`src/rtl/branch_resolve_bht.sv`:
```
// rtl/branch_resolve_bht.sv - EX-stage branch resolution with 2-bit BHT predictor
//
// Resolves conditional branches from the ALU flags, raises a registered
// one-cycle flush plus redirect PC on a misprediction, and trains a table of
// 2-bit saturating counters that also serves combinational fetch predictions.
//
// Ports:
//   i_clk, i_rst_n       clock (rising edge), asynchronous active-low reset
//   i_f_pc               fetch PC used for the prediction lookup
//   o_f_pred_taken       combinational prediction for i_f_pc
//   i_ex_valid           EX slot holds a valid instruction
//   i_ex_is_branch       EX instruction is a conditional branch
//   i_ex_funct3          branch funct3
//   i_ex_pc/i_ex_target  EX PC and computed branch target
//   i_ex_pred_taken      prediction that travelled with the instruction
//   i_alu_zero/i_alu_lt  ALU comparison flags
//   i_stall              hold: do not resolve this cycle
//   o_flush              registered squash pulse
//   o_redirect_pc        registered restart PC, valid with o_flush
//   o_resolved_taken     registered actual outcome of the last resolved branch
//   o_br_count           (BRANCH_PERF_EN) resolved legal branch count
//   o_mispred_count      (BRANCH_PERF_EN) misprediction count
//
// Optional: define BRANCH_PERF_EN to add saturating performance counters.

module branch_resolve_bht #(
  parameter int IDX_BITS = 6,
  parameter int XLEN     = 32
) (
  input  logic            i_clk,
  input  logic            i_rst_n,
  input  logic [XLEN-1:0] i_f_pc,
  output logic            o_f_pred_taken,
  input  logic            i_ex_valid,
  input  logic            i_ex_is_branch,
  input  logic [2:0]      i_ex_funct3,
  input  logic [XLEN-1:0] i_ex_pc,
  input  logic [XLEN-1:0] i_ex_target,
  input  logic            i_ex_pred_taken,
  input  logic            i_alu_zero,
  input  logic            i_alu_lt,
  input  logic            i_stall,
  output logic            o_flush,
  output logic [XLEN-1:0] o_redirect_pc,
  output logic            o_resolved_taken
`ifdef BRANCH_PERF_EN
  ,
  output logic [31:0]     o_br_count,
  output logic [31:0]     o_mispred_count
`endif
);

  localparam int ENTRIES = 1 << IDX_BITS;

  // Counter states
  localparam logic [1:0] CTR_SN = 2'b00;
  localparam logic [1:0] CTR_WN = 2'b01;
  localparam logic [1:0] CTR_WT = 2'b10;
  localparam logic [1:0] CTR_ST = 2'b11;

  logic [1:0]          ctr_q [ENTRIES];
  logic [1:0]          ctr_d [ENTRIES];
  logic                flush_q, flush_d;
  logic [XLEN-1:0]     redirect_q, redirect_d;
  logic                resolved_q, resolved_d;

  logic [IDX_BITS-1:0] f_idx;
  logic [IDX_BITS-1:0] ex_idx;
  logic                res;
  logic                legal;
  logic                actual;
  logic                mispredict;
  logic [XLEN-1:0]     fallthrough_pc;

  // Only the index bits of the fetch PC matter for the lookup.
  logic                unused_f_pc;
  assign unused_f_pc = ^{i_f_pc[XLEN-1:IDX_BITS+2], i_f_pc[1:0]};

  assign f_idx  = i_f_pc[IDX_BITS+1:2];
  assign ex_idx = i_ex_pc[IDX_BITS+1:2];

  // Reads the registered table: a same-cycle update is not bypassed.
  assign o_f_pred_taken = ctr_q[f_idx][1];

  assign fallthrough_pc = i_ex_pc + {{(XLEN-3){1'b0}}, 3'd4};

  // Anything in EX while a flush is out is wrong-path and must be ignored.
  assign res = i_ex_valid & i_ex_is_branch & ~i_stall & ~flush_q;

  always_comb begin
    legal  = 1'b1;
    actual = 1'b0;
    case (i_ex_funct3)
      3'b000:          actual = i_alu_zero;
      3'b001:          actual = ~i_alu_zero;
      3'b100, 3'b110:  actual = i_alu_lt;
      3'b101, 3'b111:  actual = ~i_alu_lt;
      default: begin
        legal  = 1'b0;
        actual = 1'b0;
      end
    endcase
  end

  assign mispredict = res & legal & (actual != i_ex_pred_taken);

  always_comb begin
    ctr_d      = ctr_q;
    flush_d    = mispredict;
    redirect_d = redirect_q;
    resolved_d = resolved_q;

    if (mispredict) begin
      redirect_d = actual ? i_ex_target : fallthrough_pc;
    end

    if (res) begin
      resolved_d = actual;
    end

    if (res && legal) begin
      if (actual) begin
        if (ctr_q[ex_idx] != CTR_ST) begin
          ctr_d[ex_idx] = ctr_q[ex_idx] + 2'b01;
        end
      end else begin
        if (ctr_q[ex_idx] != CTR_SN) begin
          ctr_d[ex_idx] = ctr_q[ex_idx] - 2'b01;
        end
      end
    end
  end

  always_ff @(posedge i_clk or negedge i_rst_n) begin
    if (!i_rst_n) begin
      for (int i = 0; i < ENTRIES; i++) begin
        ctr_q[i] <= CTR_WN;
      end
      flush_q    <= 1'b0;
      redirect_q <= '0;
      resolved_q <= 1'b0;
    end else begin
      ctr_q      <= ctr_d;
      flush_q    <= flush_d;
      redirect_q <= redirect_d;
      resolved_q <= resolved_d;
    end
  end

  assign o_flush          = flush_q;
  assign o_redirect_pc    = redirect_q;
  assign o_resolved_taken = resolved_q;

  // Only referenced for documentation of the state encoding.
  logic [3:0] unused_states;
  assign unused_states = {CTR_WT, CTR_WN} ^ {CTR_ST, CTR_SN};

`ifdef BRANCH_PERF_EN
  logic [31:0] br_count_q, br_count_d;
  logic [31:0] mispred_count_q, mispred_count_d;

  always_comb begin
    br_count_d      = br_count_q;
    mispred_count_d = mispred_count_q;
    if (res && legal && (br_count_q != 32'hFFFF_FFFF)) begin
      br_count_d = br_count_q + 32'd1;
    end
    if (mispredict && (mispred_count_q != 32'hFFFF_FFFF)) begin
      mispred_count_d = mispred_count_q + 32'd1;
    end
  end

  always_ff @(posedge i_clk or negedge i_rst_n) begin
    if (!i_rst_n) begin
      br_count_q      <= '0;
      mispred_count_q <= '0;
    end else begin
      br_count_q      <= br_count_d;
      mispred_count_q <= mispred_count_d;
    end
  end

  assign o_br_count      = br_count_q;
  assign o_mispred_count = mispred_count_q;
`endif

endmodule

```
`config.mk`:
```
export PLATFORM = sky130hd
export DESIGN_NAME = branch_resolve_bht
export DESIGN_NICKNAME = d
export VERILOG_FILES = /design/src/rtl/branch_resolve_bht.sv
export SDC_FILE = /design/constraint.sdc
export NUM_CORES = 1
export LEC_CHECK = 0
export ABC_AREA = 1
export CORE_MARGIN = 8
export CORE_UTILIZATION = 30
export DETAILED_ROUTE_END_ITERATION = 8
export DONT_BUFFER_PORTS = 1
export MAX_ROUTING_LAYER = met4
export SLEW_MARGIN = 40
export SYNTH_ARGS = -nofsm -noshare
export SYNTH_HDL_FRONTEND = slang
export SYNTH_SLANG_ARGS = --single-unit
```
`constraint.sdc`:
```
create_clock -name i_clk -period 7.25 [get_ports i_clk]
set_clock_uncertainty 0.1 [all_clocks]
set_input_delay 1.0875 -clock i_clk [delete_from_list [all_inputs] [get_ports i_clk]]
set_output_delay 1.0875 -clock i_clk [all_outputs]
set_load 0.005 [all_outputs]
```
==> results of run 1 <==
metal layers:
| metal | global-route usage, % | vias up |
|---|---|---|
| met2 | 27.3 | 389 |
| li1 | - | 4756 |
| met3 | 4.36 | 51 |
| met1 | 21.3 | 4580 |
| met4 | 5.33 | 0 |
| met5 | - | - |
power breakdown:
group	internal, µW	leakage, µW	switching, µW
sequential	995	0.00196	63.8
combinational	77.6	0.00267	162
clock	494	0.000266	400
total	1570	0.00490	625
layout by cell type (no fill, tap or decap), types with 5 or more instances in the layout:
cell,n
o21ai_1,44
clkbuf_16,17
nor2_1,136
nand2_1,713
buf_4,5
inv_1,101
nor3_1,23
dfrtp_1,98
xor2_1,5
nand3b_1,6
dfstp_2,64
o211ai_1,6
a31oi_1,11
nand4_1,8
o21ai_0,41
a21oi_1,35
nand3_1,153
inv_2,5
metrics by stage:
stage | hold WS (ns) | std cells
finish | 0.262 | 1953
global route | 0.240 | 1953
CTS | 0.242 | 1953
detailed placement | 0.356 | 1921
global placement | 0.352 | 1921
floorplan | 0.346 | 1540
Yosys cell counts:
cell type / count / area share [%]
nand2_2: 1 / 0.063
nor2_1: 138 / 5.2
o21ai_0: 41 / 2.1
nand4_1: 8 / 0.50
nand3b_1: 6 / 0.45
a31oi_1: 11 / 0.69
clkbuf_2: 7 / 0.35
clkbuf_1: 23 / 0.86
dfstp_2: 64 / 17
nor3_2: 1 / 0.10
xor2_1: 5 / 0.44
nor2_4: 1 / 0.11
buf_1: 3 / 0.11
inv_1: 101 / 3.8
nand3_1: 153 / 7.7
a21oi_1: 35 / 1.8
inv_2: 6 / 0.23
buf_4: 19 / 1.4
nand2_1: 714 / 27
xnor2_2: 1 / 0.16
dfrtp_1: 98 / 25
o211ai_1: 6 / 0.45
buf_2: 19 / 0.95
o21a_1: 2 / 0.15
nor2_2: 1 / 0.063
ha_1: 3 / 0.38
or2_2: 4 / 0.25
o21ai_1: 44 / 2.2
nor3b_1: 1 / 0.075
nor3_1: 23 / 1.2
buf_6: 1 / 0.11
final timing paths:
check | slack, ns | depth (start not counted) | from | to
max reg2reg | 3.81 | 15 | ctr_q[73] | ctr_q[45]
min in group i_clk | 0.37 | 2 | flop | flop
max | 2.86 | 20 | i_ex_pc[2] | ctr_q[45]
min reg2reg | 0.37 | 2 | flop | flop
max in group asynchronous | 6.43 | 0 | i_rst_n | async pin
min | 0.26 | 0 | i_rst_n | o_redirect_pc[10]
cell type report:
type | count | area, µm²
clock buffer | 21 | 460
sequential | 162 | 4130
multi-input combinational | 1199 | 5100
fill | 3574 | 22300
timing repair buffer | 5 | 37.5
tap | 448 | 561
inverter | 107 | 404
clock inverter | 11 | 109
logic make-up (layout without fill, tap and decap cells):
logic type,Yosys count,after routing,synth area share (%)
fa+ha+maj,3,3,0.376
simple gates,1051,1051,42.5
buf+inv,179,144,7.84
xor+xnor,6,6,0.602
flops,162,162,41.4
compound gates,139,139,7.31
==> metrics, run 1 <==
gr usage total 17.2%; CTS Sinks 162; Ports 142; largest net degree at the start of global routing 163; Gate Count Post-Synth 1540; Worst EP arrival 4.57 ns; Top Metal Used met4; Cell Chain, Critical Path inv_4, buf_4, nand2_1, nand2_1, nand2_1, a21oi_1, o21ai_0, nand2_1, nor2_1, nand2_1, inv_1, ha_1, nand3_1, nand2_1, inv_2, nand3_1, nor2_1, inv_1, nand2_1, o21ai_1; Chip Height 198 µm; final setup fails 0; CTS buffer count 17; share of layout cells above drive strength 1 7.77%; row cnt 67; Final Max Slew Viols 0; mean post-synth cell area 6.48 µm²; Syn Nets 1650; Clock Pin Slew Worst Setup and Hold Paths 0.07 ns; Post-Place Worst Slack 2.46 ns; Critical Path Most Common Cell nand2_1; Tcrit/Tclk final 60.6%; Final WS setup 2.86 ns; cts hold-fix bufs 0; CTS Buffer Depth 2; PwrDens 203 mW/mm²; PortBufs 0; Clk Latency, worst-skew pair 0.44 ns; CTS tree built; worst rel slew slack 41.3%; clock root buffer clkbuf_16; GP Congestion 0.922; mapped cell area 0.00998 mm²; wire per inst 17.0 µm; H-tree lvl count 4; Detailed Routing Iterations Pass 1 5; Initial DRC Count 878; final wirelength 33200 µm; RSZ-0062 raised after global routing no; P_leak 0.00490 µW; met2 routed WL 14800 µm; HPWL Detailed 21100 µm; DRC viols 0; fin nets 1602; total number of vias 9776; vias in the first global route 9281; HP Class primary input to async pin; synthesis-stage register bit count 162; Pwr Total 2190 µW; Crit path max-delay family simple AND/OR/NAND/NOR gates; post-CTS setup buffers 0; Buf+Inv Stages, Crit Path 5; cts repair resizes 0; Die W 198 µm; DRT met1 WL 14100 µm; status completed; final hold violation count 0; vias per inst 5.01; max_cap viols 0; Worst Path Required 7.43 ns; setup total negative slack 0 ns; Slowest cell on crit path nand3_1; total core area 0.0331 mm²; Ys Warns 0; Yosys cell types 31; Period minus WS final 4.39 ns; post-layout util 32.6%; CP Max Fanout 70; Routed met3 length 3430 µm; final instance area 0.0108 mm²; Worst Tran Pin Value 0.874 ns; CP Launch Type primary input; # diodes 0; Worst path max stage delay 0.59 ns; Initial Util 30.2%; Achievable Freq 0.228 GHz; grt ovf 0; post-route ant nets 0; endpoint type of the worst setup path flop; kind of critical path primary input to flop; initial antenna violation count 0; Peak VDD IR 0.136 mV; first-pass GRT wire length 51700 µm; register area share after synthesis 41.4%; synthesis-to-finish area growth 8.23%; die area 0.0394 mm²; post-placement cell area 0.0102 mm²
Power figures use the tool's default switching activity.
==> run 2: changes to the inputs <==
clock period = 4.1 ns   (was 7.25 ns; I/O delays follow)
==> run 2 against run 1 <==
  * Critical path depth is 3 lower
  * First-iteration DRC count is 17% lower
  * Worst setup slack worse by 1.7 ns
  * Sequential share of layout area is 0.95 points lower
  * Die area stayed put
  * Core utilization is 0.83 points higher
  * Largest power group unchanged
  * Highest routed layer unchanged
==> metrics, run 2 (same netlist as run 1, synthesis figures left out) <==
GP Congestion 0.933; Initial Util 30.2%; final instance area 0.0111 mm²; GR Layer Usage met1 21.5%; cts repair resizes 0; hold_ws 0.0546 ns; Worst EP arrival 3.19 ns; worst rel slew slack 29.7%; RSZ-0062 raised after global routing no; Final WS setup 1.13 ns; endpoint type of the worst setup path flop; clock root buffer clkbuf_16; first-pass GRT wire length 52900 µm; share of layout cells above drive strength 1 9.28%; HP Class primary input to async pin; Detailed Routing Iterations Pass 1 6; wire per inst 17.0 µm; vias in the first global route 9639; commonest non-fill, non-tap cell in the layout nand2_1; PortBufs 0; H-tree lvl count 4; Chip Height 198 µm; CP Launch Type primary input; final setup fails 0; met2 GRT Util 27.9%; post-CTS setup buffers 0; Achievable Freq 0.336 GHz; gr usage total 17.6%; Post-Place Worst Slack 0.761 ns; largest net degree at the start of global routing 163; commonest cells after routing, fill and taps aside nand2_1 (714), nand3_1 (153), nor2_1 (136); Initial DRC Count 728; total core area 0.0331 mm²; Buf+Inv Stages, Crit Path 2; Worst Path Required 4.31 ns; status completed; Cell Chain, Critical Path inv_2, buf_4, nand2_1, a21oi_1, o21ai_0, nand2_1, nand2_1, nand2_1, nor2_1, nand2_1, ha_1, nand3_1, nand2_1, nor2_2, nand2_1, nand2_1, o21ai_0; CTS Sinks 162; kind of critical path primary input to flop; final wirelength 33700 µm; final hold violation count 0; PwrDens 365 mW/mm²; total number of vias 9872; CTS tree built; Period minus WS final 2.97 ns; R2R Path Start ctr_q[27]; Worst path max stage delay 0.34 ns; # diodes 0; fin nets 1627; Critical Path Most Common Cell nand2_1; vias per inst 4.99; Crit path max-delay family simple AND/OR/NAND/NOR gates; grt ovf 0; Ports 142; Slowest cell on crit path nor2_2; met3 Track Usage GR 4.60%; Clock Pin Slew Worst Setup and Hold Paths 0.07 ns; HPWL Detailed 22100 µm; Die W 198 µm; row cnt 67; Tcrit/Tclk final 72.5%; post-placement cell area 0.0104 mm²; Clk Latency, worst-skew pair 0.45 ns; initial antenna violation count 0; DRC viols 0; synthesis-to-finish area growth 11.0%; CTS Buffer Depth 2; filler cell count 3553; max_cap viols 0; Worst Tran Pin Value 1.05 ns; Final Max Slew Viols 0; gr busiest metal met2; setup total negative slack 0 ns; Setup crit start i_ex_pc[2]; Peak VDD IR 0.255 mV; CP Max Fanout 70; CTS buffer count 17; P_leak 0.00506 µW; die area 0.0394 mm²; post-route ant nets 0
[run 2: cell count changes in the layout (fill, tap and decap cells not counted), sizes merged, moves of 3 or more]
cell	change
buf	+24
clkbuf	-3
clkinv	-3
clkinvlp	-3
inv	+8
[run 2: final cells by class]
type	instances	area (µm²)	share of cell area, %
clock buffer	18	439	3.96
inverter	107	402	3.62
multi-input combinational	1199	5090	46.0
timing repair buffer	30	285	2.57
tap	448	561	5.06
sequential	162	4130	37.3
clock inverter	14	168	1.51
[run 2: worst paths after layout]
path                       slack, ns  cells after the start          endpoint
min in group i_clk              0.23                      2  o_redirect_pc[6]
hold / removal                  0.05                      1  o_redirect_pc[6]
setup / recovery                1.13                     17         ctr_q[97]
hold reg to reg                 0.37                      2              flop
max in group asynchronous       2.68                      1         async pin
setup reg to reg                1.19                     15         ctr_q[97]
[run 2: metal layers]
metal	up-vias	part of all wire [%]
met1	4605	42
met3	64	11
met4	0	2.6
li1	4806	-
met5	-	0
met2	397	45
[run 2: worst register-to-register path, cell delays in order (launching register included)]
cell     delay [ns]
dfrtp_1        0.41
nand2_1        0.08
a21oi_1        0.06
o21ai_0        0.28
nand2_1        0.12
nand2_1        0.10
nand2_1        0.06
nor2_1         0.08
nand2_1        0.12
ha_1           0.22
nand3_1        0.32
nand2_1        0.14
nor2_2         0.34
nand2_1        0.17
nand2_1        0.10
o21ai_0        0.08
[run 2: stage by stage]
| stage | instances | power [µW] | utilization [%] |
|---|---|---|---|
| CTS | 1976 | 4050 | 33.4 |
| floorplan | 1540 | 2220 | - |
| global placement | 1944 | 2340 | 31.5 |
| global route | 1978 | 4240 | 33.5 |
| finish | 1978 | 4050 | 33.5 |
| detailed placement | 1944 | 2350 | 31.5 |
[run 2: power by group]
part / total, µW / internal, µW / leakage [µW] / switching [µW]
clock: 1690 / 938 / 0.000298 / 751
sequential: 1870 / 1760 / 0.00196 / 115
combinational: 485 / 162 / 0.00280 / 323
total: 4050 / 2860 / 0.00506 / 1190
